[src/rtl/brisc_pkg.sv]
// Shared RV32I decode definitions: widths, opcodes, immediate formats and stage state.
package brisc_pkg;

  localparam int unsigned REG_W_DEF     = 32;
  localparam int unsigned REG_COUNT_DEF = 32;

  localparam logic [6:0] OP_R      = 7'b0110011;
  localparam logic [6:0] OP_IMM    = 7'b0010011;
  localparam logic [6:0] OP_LOAD   = 7'b0000011;
  localparam logic [6:0] OP_STORE  = 7'b0100011;
  localparam logic [6:0] OP_BRANCH = 7'b1100011;
  localparam logic [6:0] OP_LUI    = 7'b0110111;
  localparam logic [6:0] OP_AUIPC  = 7'b0010111;
  localparam logic [6:0] OP_JAL    = 7'b1101111;
  localparam logic [6:0] OP_JALR   = 7'b1100111;

  typedef enum logic [2:0] {FMT_R, FMT_I, FMT_S, FMT_B, FMT_U, FMT_J} fmt_e;

  typedef enum logic {ST_EMPTY, ST_FULL} state_e;

  // Control fields carried alongside the operands
  typedef struct packed {
    logic [6:0] opcode;
    logic [2:0] funct3;
    logic       funct7b5;
    logic       illegal;
  } ctrl_t;

endpackage

[src/rtl/imm_gen.sv]
// Combinational RV32I immediate extraction, sign-extended to REG_W.
module imm_gen
  import brisc_pkg::*;
#(
  parameter int unsigned REG_W = REG_W_DEF
) (
  input  logic [31:0]      instr,
  input  fmt_e             fmt,
  output logic [REG_W-1:0] imm
);

  logic [31:0] imm32;
  logic        unused_opcode;

  assign unused_opcode = ^instr[6:0];

  always_comb begin
    imm32 = 32'd0;
    case (fmt)
      FMT_I:   imm32 = {{20{instr[31]}}, instr[31:20]};
      FMT_S:   imm32 = {{20{instr[31]}}, instr[31:25], instr[11:7]};
      FMT_B:   imm32 = {{19{instr[31]}}, instr[31], instr[7], instr[30:25], instr[11:8], 1'b0};
      FMT_U:   imm32 = {instr[31:12], 12'd0};
      FMT_J:   imm32 = {{11{instr[31]}}, instr[31], instr[19:12], instr[20], instr[30:21], 1'b0};
      default: imm32 = 32'd0;
    endcase
  end

  assign imm = REG_W'($signed(imm32));

endmodule

[src/rtl/decode_stage.sv]
// RV32I decode pipeline stage with a one-entry output register and valid/ready handshake.
// Optional writeback bypass into the operands is enabled by defining DECODE_BYPASS_EN.
module decode_stage
  import brisc_pkg::*;
#(
  parameter int unsigned REG_W     = REG_W_DEF,
  parameter int unsigned REG_COUNT = REG_COUNT_DEF,
  localparam int unsigned REG_IDX_W = $clog2(REG_COUNT)
) (
  input  logic                 clk,
  input  logic                 aresetn,
  input  logic                 in_valid,
  output logic                 in_ready,
  input  logic [31:0]          in_instr,
  input  logic [REG_W-1:0]     in_pc,
  output logic [REG_IDX_W-1:0] rd_reg_a,
  output logic [REG_IDX_W-1:0] rd_reg_b,
  input  logic [REG_W-1:0]     rd_data_a,
  input  logic [REG_W-1:0]     rd_data_b,
  input  logic                 wr_en,
  input  logic [REG_IDX_W-1:0] wr_reg,
  input  logic [REG_W-1:0]     wr_data,
  input  logic                 flush,
  output logic                 out_valid,
  input  logic                 out_ready,
  output logic [REG_W-1:0]     out_pc,
  output logic [REG_W-1:0]     out_op_a,
  output logic [REG_W-1:0]     out_op_b,
  output logic [REG_W-1:0]     out_imm,
  output logic [REG_IDX_W-1:0] out_rd,
  output logic [6:0]           out_opcode,
  output logic [2:0]           out_funct3,
  output logic                 out_funct7b5,
  output logic                 out_illegal
);

  state_e                 state;
  ctrl_t                  ctrl_q;
  fmt_e                   fmt;
  logic                   legal;
  logic                   capture;
  logic [REG_W-1:0]       imm;
  logic [REG_W-1:0]       op_a;
  logic [REG_W-1:0]       op_b;
  logic [REG_IDX_W-1:0]   dest;

  assign rd_reg_a = REG_IDX_W'(in_instr[19:15]);
  assign rd_reg_b = REG_IDX_W'(in_instr[24:20]);

  // Opcode classification; unknown opcodes fall back to R format so their immediate is 0
  always_comb begin
    legal = 1'b1;
    fmt   = FMT_R;
    case (in_instr[6:0])
      OP_R:                     fmt = FMT_R;
      OP_IMM, OP_LOAD, OP_JALR: fmt = FMT_I;
      OP_STORE:                 fmt = FMT_S;
      OP_BRANCH:                fmt = FMT_B;
      OP_LUI, OP_AUIPC:         fmt = FMT_U;
      OP_JAL:                   fmt = FMT_J;
      default:                  legal = 1'b0;
    endcase
    if (in_instr[1:0] != 2'b11) legal = 1'b0;
  end

  imm_gen #(.REG_W(REG_W)) u_imm_gen (
    .instr (in_instr),
    .fmt   (fmt),
    .imm   (imm)
  );

  assign dest = (legal && fmt != FMT_S && fmt != FMT_B) ? REG_IDX_W'(in_instr[11:7])
                                                        : '0;

  // Operand selection; x0 always reads as zero
  always_comb begin
    op_a = rd_data_a;
    op_b = rd_data_b;
`ifdef DECODE_BYPASS_EN
    if (wr_en && wr_reg == rd_reg_a) op_a = wr_data;
    if (wr_en && wr_reg == rd_reg_b) op_b = wr_data;
`endif
    if (rd_reg_a == '0) op_a = '0;
    if (rd_reg_b == '0) op_b = '0;
  end

`ifndef DECODE_BYPASS_EN
  logic unused_wr;
  assign unused_wr = ^{wr_en, wr_reg, wr_data};
`endif

  assign in_ready  = (state == ST_EMPTY) || out_ready;
  assign capture   = in_valid && in_ready && !flush;
  assign out_valid = (state == ST_FULL);

  // Output register and EMPTY/FULL state; flush wins over capture
  always_ff @(posedge clk or negedge aresetn) begin
    if (!aresetn) begin
      state    <= ST_EMPTY;
      out_pc   <= '0;
      out_op_a <= '0;
      out_op_b <= '0;
      out_imm  <= '0;
      out_rd   <= '0;
      ctrl_q   <= '0;
    end else if (flush) begin
      state <= ST_EMPTY;
    end else if (capture) begin
      state           <= ST_FULL;
      out_pc          <= in_pc;
      out_op_a        <= op_a;
      out_op_b        <= op_b;
      out_imm         <= imm;
      out_rd          <= dest;
      ctrl_q.opcode   <= in_instr[6:0];
      ctrl_q.funct3   <= in_instr[14:12];
      ctrl_q.funct7b5 <= in_instr[30];
      ctrl_q.illegal  <= !legal;
    end else if (out_ready) begin
      state <= ST_EMPTY;
    end
  end

  assign out_opcode   = ctrl_q.opcode;
  assign out_funct3   = ctrl_q.funct3;
  assign out_funct7b5 = ctrl_q.funct7b5;
  assign out_illegal  = ctrl_q.illegal;

endmodule
[config.mk]
export PLATFORM = sky130hd
export DESIGN_NAME = decode_stage
export DESIGN_NICKNAME = d
export VERILOG_FILES = /design/src/rtl/brisc_pkg.sv /design/src/rtl/imm_gen.sv /design/src/rtl/decode_stage.sv
export SDC_FILE = /design/constraint.sdc
export NUM_CORES = 1
export LEC_CHECK = 0
export ABC_AREA = 1
export BUFFER_PORTS_ARGS = -buffer_cell sky130_fd_sc_hd__buf_2
export CAP_MARGIN = 20
export CORE_MARGIN = 3
export CORE_UTILIZATION = 39
export DETAILED_ROUTE_END_ITERATION = 8
export PLACE_DENSITY = 0.82
export SETUP_SLACK_MARGIN = 0.3
export SYNTH_ARGS = -nofsm -noshare
export SYNTH_HDL_FRONTEND = slang
export SYNTH_HIERARCHICAL = 1
export SYNTH_SLANG_ARGS = --single-unit
[constraint.sdc]
create_clock -name clk -period 2 [get_ports clk]
set_input_delay 0.2 -clock clk [delete_from_list [all_inputs] [get_ports clk]]
set_output_delay 0.2 -clock clk [all_outputs]
set_load 0.03 [all_outputs]
# Word level (Yosys, flattened, before mapping)
# Cells that the tools add are included.
[classes]
mux = 10
shifts = 0
n_addsub = 0
bitwise = 2
n_div = 0
eq_ne = 17
reduce_logical = 14
n_mul = 0
magnitude_cmp = 0
[ops]
columns = ["operator", "n"]
rows = [
  ["$pmux 32 s5", 1],
  ["$mux 32", 2],
  ["$eq 7x6->1 const B", 3],
  ["$eq 7x7->1 const B", 3],
  ["$pmux 3 s5", 1],
  ["$eq 7x5->1 const B", 2],
  ["$logic_not 5->1", 2],
  ["$reduce_or 9->1", 1],
  ["$eq 7x2->1 const B", 1],
  ["$eq 3x2->1 const B", 2],
  ["$eq 3x3->1 const B", 2],
  ["$ne 3x2->1 const B", 2],
  ["$mux 1", 5],
  ["$mux 5", 1],
  ["$logic_and 1x1->1", 4],
  ["$eq 3x1->1 const B", 1],
  ["$reduce_bool 3->1", 1],
  ["$reduce_or 3->1", 1],
  ["$logic_not 1->1", 2],
  ["$ne 2x2->1 const B", 1],
  ["$not 1->1", 2],
  ["$reduce_and 2->1", 1],
  ["$reduce_or 2->1", 1],
  ["$logic_or 1x1->1", 1],
]
[word_totals]
in_bits = 171
ram_bits = 0
n_memories = 0
out_inout_bits = 157
ff_bits = 146
latchBits = 0
rom_bits = 0

# Depth between registers and ports, before layout
[depth]
word_depth = 7
mapped_depth = 15
ltp_nobuf = 13

# Cells and area by module
# The synthesis kept the hierarchy.
[by_module_without_submodules]
columns = ["mod", "cells_per_inst", "area_per_inst_um2", "n_inst"]
rows = [
  ["decode_stage", 682, 5844.4, 1],
  ["imm_gen", 92, 452.9, 1],
]

# Worst setup path before layout
# Ideal clock, no wire load.
[synth_path]
kind = "reg2reg"
from = "register state, in the netlist out_valid"
to = "register out_op_a[10]"
synth_period_minus_slack_ns = 1.417
path_slack_ns = 0.583
path_buffers = 2
arrival_ns = 1.299
path_stages_with_launch = 9
setup_ns = 0.118
path_cell_list = "dfrtp_1 > inv_1 > nor2_1 > nor3_4 > inv_2 > buf_2 > buf_2 > nand2_1 > nand2_1"
[synth_via]
elab_chain_cells = 5
[synth_rtl]
columns = ["element", "line_no", "text"]
rows = [
  ["from (decl)", "decode_stage.sv:37", "state_e state;"],
  ["from (signal assigned)", "decode_stage.sv:99", "state <= ST_EMPTY;"],
  ["from (signal assigned)", "decode_stage.sv:107", "state <= ST_EMPTY;"],
  ["from (signal assigned)", "decode_stage.sv:109", "state <= ST_FULL;"],
  ["$not 1->1", "decode_stage.sv:92", "assign in_ready = (state == ST_EMPTY) || out_ready;"],
  ["$logic_or 1x1->1", "decode_stage.sv:92", ""],
  ["$logic_and 1x1->1 (2 in a row)", "decode_stage.sv:93", "assign capture = in_valid && in_ready && !flush;"],
  ["$reduce_and 2->1 (no line)", "-", ""],
  ["to (signal assigned)", "decode_stage.sv:111", "out_op_a <= op_a;"],
  ["to (decl)", "decode_stage.sv:27", "output logic [REG_W-1:0] out_op_a,"],
]
# Every way passes these cells.
# A chain may end at the register's enable or synchronous reset.

# Worst setup path in the final report
[layout_path]
from = "register state, in the netlist out_valid"
to = "register out_pc[19]"
[layout_via]
elab_chain_cells = 5
[layout_rtl]
columns = ["element", "line_no", "text"]
rows = [
  ["$not 1->1", "decode_stage.sv:92", ""],
  ["$logic_or 1x1->1", "decode_stage.sv:92", ""],
  ["$logic_and 1x1->1 (2 in a row)", "decode_stage.sv:93", ""],
  ["$reduce_and 2->1 (no line)", "-", ""],
  ["to (signal assigned)", "decode_stage.sv:110", "out_pc <= in_pc;"],
  ["to (decl)", "decode_stage.sv:26", "output logic [REG_W-1:0] out_pc,"],
]
# Every way passes these cells.

==> results.py <==
metrics = {
    "outcome": {
        "status": "complete, no violations",
    },
    "global_routing": {
        "antenna_found_initial": 0,
        "overflow": 0,
        "grt_max_degree": 151,
        "gr-usage-all-layers": 0.2138,
        "grt_first_pass_wirelength_um": 30430,
        "grt_pass1_vias": 6111,
    },
    "synthesis": {
        "synth_fp_nets": 945,
        "synth-compound-area-share": 0.009140,
        "synthAdderAreaFrac": 0,
        "yosysSeqAreaShare": 0.5802,
        "ys_ff_latch": 146,
        "netlist_area_um2": 6297,
        "yosysWarnings": 6,
        "yosys.area_share.simple": 0.3447,
        "synth_xor_xnor_area_share": 0,
        "syn_avg_cell_area_um2": 8.136,
        "synth.area.top_cells": "dfrtp_1 (58%), nand2_1 (23%), nand3_1 (9.1%), buf_2 (2.1%), buf_4 (1.7%)",
        "yosysTopAreaCellShare": 0.5802,
        "synth_mux_area_frac": 0,
        "netlist_instances": 774,
        "synth_top_family_by_area": "simple AND/OR/NAND/NOR gates",
        "synth.distinct_cells": 18,
        "synth_largest_area_cell": "dfrtp_1",
    },
    "die": {
        "std_cell_rows": 45,
        "core_area_um2": 15480,
        "ioPinCount": 328,
        "start_util": 0.4067,
        "die_w_um": 133.1,
        "die_h_um": 133.1,
        "die_area_um2": 17710,
    },
    "pwr": {
        "p_switching_uw": 2834,
        "seq_power_share": 0.399,
        "intPower_uw": 5925,
        "switching_share": 0.3236,
        "powerDensity_nw_per_um2": 969.6,
        "power.total_uw": 8759,
        "combPwrFrac": 0.231,
        "power_frac_clock": 0.369,
        "ir_drop_mv": 0.5418,
        "power.leakage_uw": 0.005379,
    },
    "sta": {
        "setup_viol": 0,
        "max_freq_mhz": 629.7,
        "finalHoldViolCount": 0,
        "fin_crit_ns": 1.588,
        "skew_ns": 0.01105,
        "rsz0062_at_grt": "no",
        "fin_crit_sh": 0.7940,
        "max_slew_margin": 0.7142,
        "report.final.slew_viol_count": 0,
        "worstMarginPinSlew_ns": 0.4287,
        "setup_ws_ns": 0.4119,
    },
    "final_layout": {
        "drive_above_1_share": 0.3098,
        "final-seq-area_um2": 3654,
        "area_growth_pct": 43.45,
        "most-common-layout-cells": "nand2_1 (391), buf_2 (288), dfrtp_1 (146), nand3_1 (115), dlygate4sd3_1 (51)",
        "diodes": 0,
        "layout_commonest_cell": "nand2_1",
        "multi_input_area_um2": 2228,
        "n_fill_cell": 1292,
        "finalNetCount": 1263,
    },
    "flow_run": {
        "cap_violations": 0,
    },
    "route": {
        "drtPass1Iterations": 5,
        "wl_um": 19560,
        "drtIter0Drc": 397,
        "drc": 0,
        "ant_nets": 0,
        "wire_per_inst_um": 14.88,
        "viasPerCell": 4.789,
        "via_count": 6298,
    },
    "cts": {
        "clock_sinks": 146,
        "cts_tree": "yes",
        "numCtsBuffers": 17,
        "clkSlewWorstSetupHoldPaths_ns": 0.06,
        "htree_levels": 4,
        "insertion_delay_ns": 0.41,
        "cts_buffer_depth": 2,
        "clock-root-buffer": "clkbuf_16",
    },
    "critical_path": {
        "arrival_ns": 1.93,
        "cp-start-kind": "flop",
        "cp-end-kind": "flop",
        "cp_max_fo": 69,
        "cp_data_required_time_ns": 2.34,
        "worstSetupPathType": "flop to flop",
    },
    "placement": {
        "dp_hpwl_um": 12490,
        "place_ws_ns": -0.1126,
        "place_congestion": 0.8352,
        "portBuffers": 289,
    },
    "worst_hold_path": {
        "hp-class": "primary input to flop",
    },
}
==> metrics by stage <==
stage / utilization / cells / TNS (ns) / area, um^2 / hold WS [ns]
detailed placement: 0.5086 / 1230 / -0.8175 / 7875 / 0.2262
finish: 0.5834 / 1315 / 0 / 9034 / 0.01504
floorplan: - / 774 / 0 / 6297 / -0.09559
global placement: 0.5086 / 1230 / -0.0003322 / 7875 / 0.2275
global route: 0.5834 / 1315 / 0 / 9034 / 0.005054
CTS: 0.5797 / 1311 / 0 / 8976 / 0.0003768
==> state kept, by name, indices dropped and copies added (netlist names) <==
register	cells
out_op_b	32
out_valid	1
out_op_a	32
out_pc	32
out_rd	5
out_imm	32
out_opcode	7
out_funct7b5	1
out_illegal	1
out_funct3	3
==> final cells by class <==
class / count / share of cell area
timing repair buffer: 356 / 0.2417
clock buffer: 19 / 0.04903
inverter: 27 / 0.01150
sequential: 146 / 0.4044
clock inverter: 12 / 0.01745
tap: 211 / 0.02922
multi-input combinational: 544 / 0.2467
==> kinds of logic (layout without fill, tap and decap cells) <==
family	Yosys count	in the layout
flops	146	146
compound gates	10	10
simple gates	534	534
buf+inv	84	414
==> worst paths after layout <==
check                         startpoint      endpoint  slack, ns  cells after the start
setup / recovery               out_valid    out_pc[19]       0.41                      7
hold / removal             rd_data_a[21]  out_op_a[21]       0.02                      3
setup reg to reg               out_valid    out_pc[19]       0.41                      7
hold reg to reg               out_pc[16]    out_pc[16]       0.46                      2
max in group asynchronous        aresetn     out_pc[9]       1.28                      3
min in group asynchronous        aresetn    out_pc[27]       0.33                      3
==> power groups by stage <==
stage	clock network, uW	logic, uW	registers, uW
after floorplan	0	471	4270
after global placement	0	1900	3530
after detailed placement	0	1940	3530
after CTS	3280	2010	3490
after global routing	3400	2180	3540
final	3230	2030	3500
==> cell usage after synthesis (all sizes together) <==
master,count
nor3,3
dfrtp,146
o21ai,8
nand2,391
clkbuf,13
buf,44
inv,27
o211ai,1
nand4,3
a21oi,1
nand3,115
nor2,22
==> timing repair <==
item                                    CTS  global route
hold buffers                             50             1
setup buffers                             0             2
endpoints found under the setup margin    0           111
hold endpoints to repair                195             1
resized for setup                         0             1
==> worst max-delay path, stage by stage (launching register included) <==
cell and delay [ns]:
dfrtp_1 0.38, inv_1 0.06, nor2_1 0.06, nor3_4 0.28, buf_4 0.20, buf_12 0.24
nand2_1 0.12, nand2_1 0.09
==> layer usage <==
metal	up-vias	GRT usage	part of all wire
li1	3037	-	-
met1	2938	0.2606	0.40
met2	274	0.3609	0.49
met3	49	0.06350	0.077
met4	0	0.07621	0.028
met5	-	0	0
(Power assumes the default switching activity.)
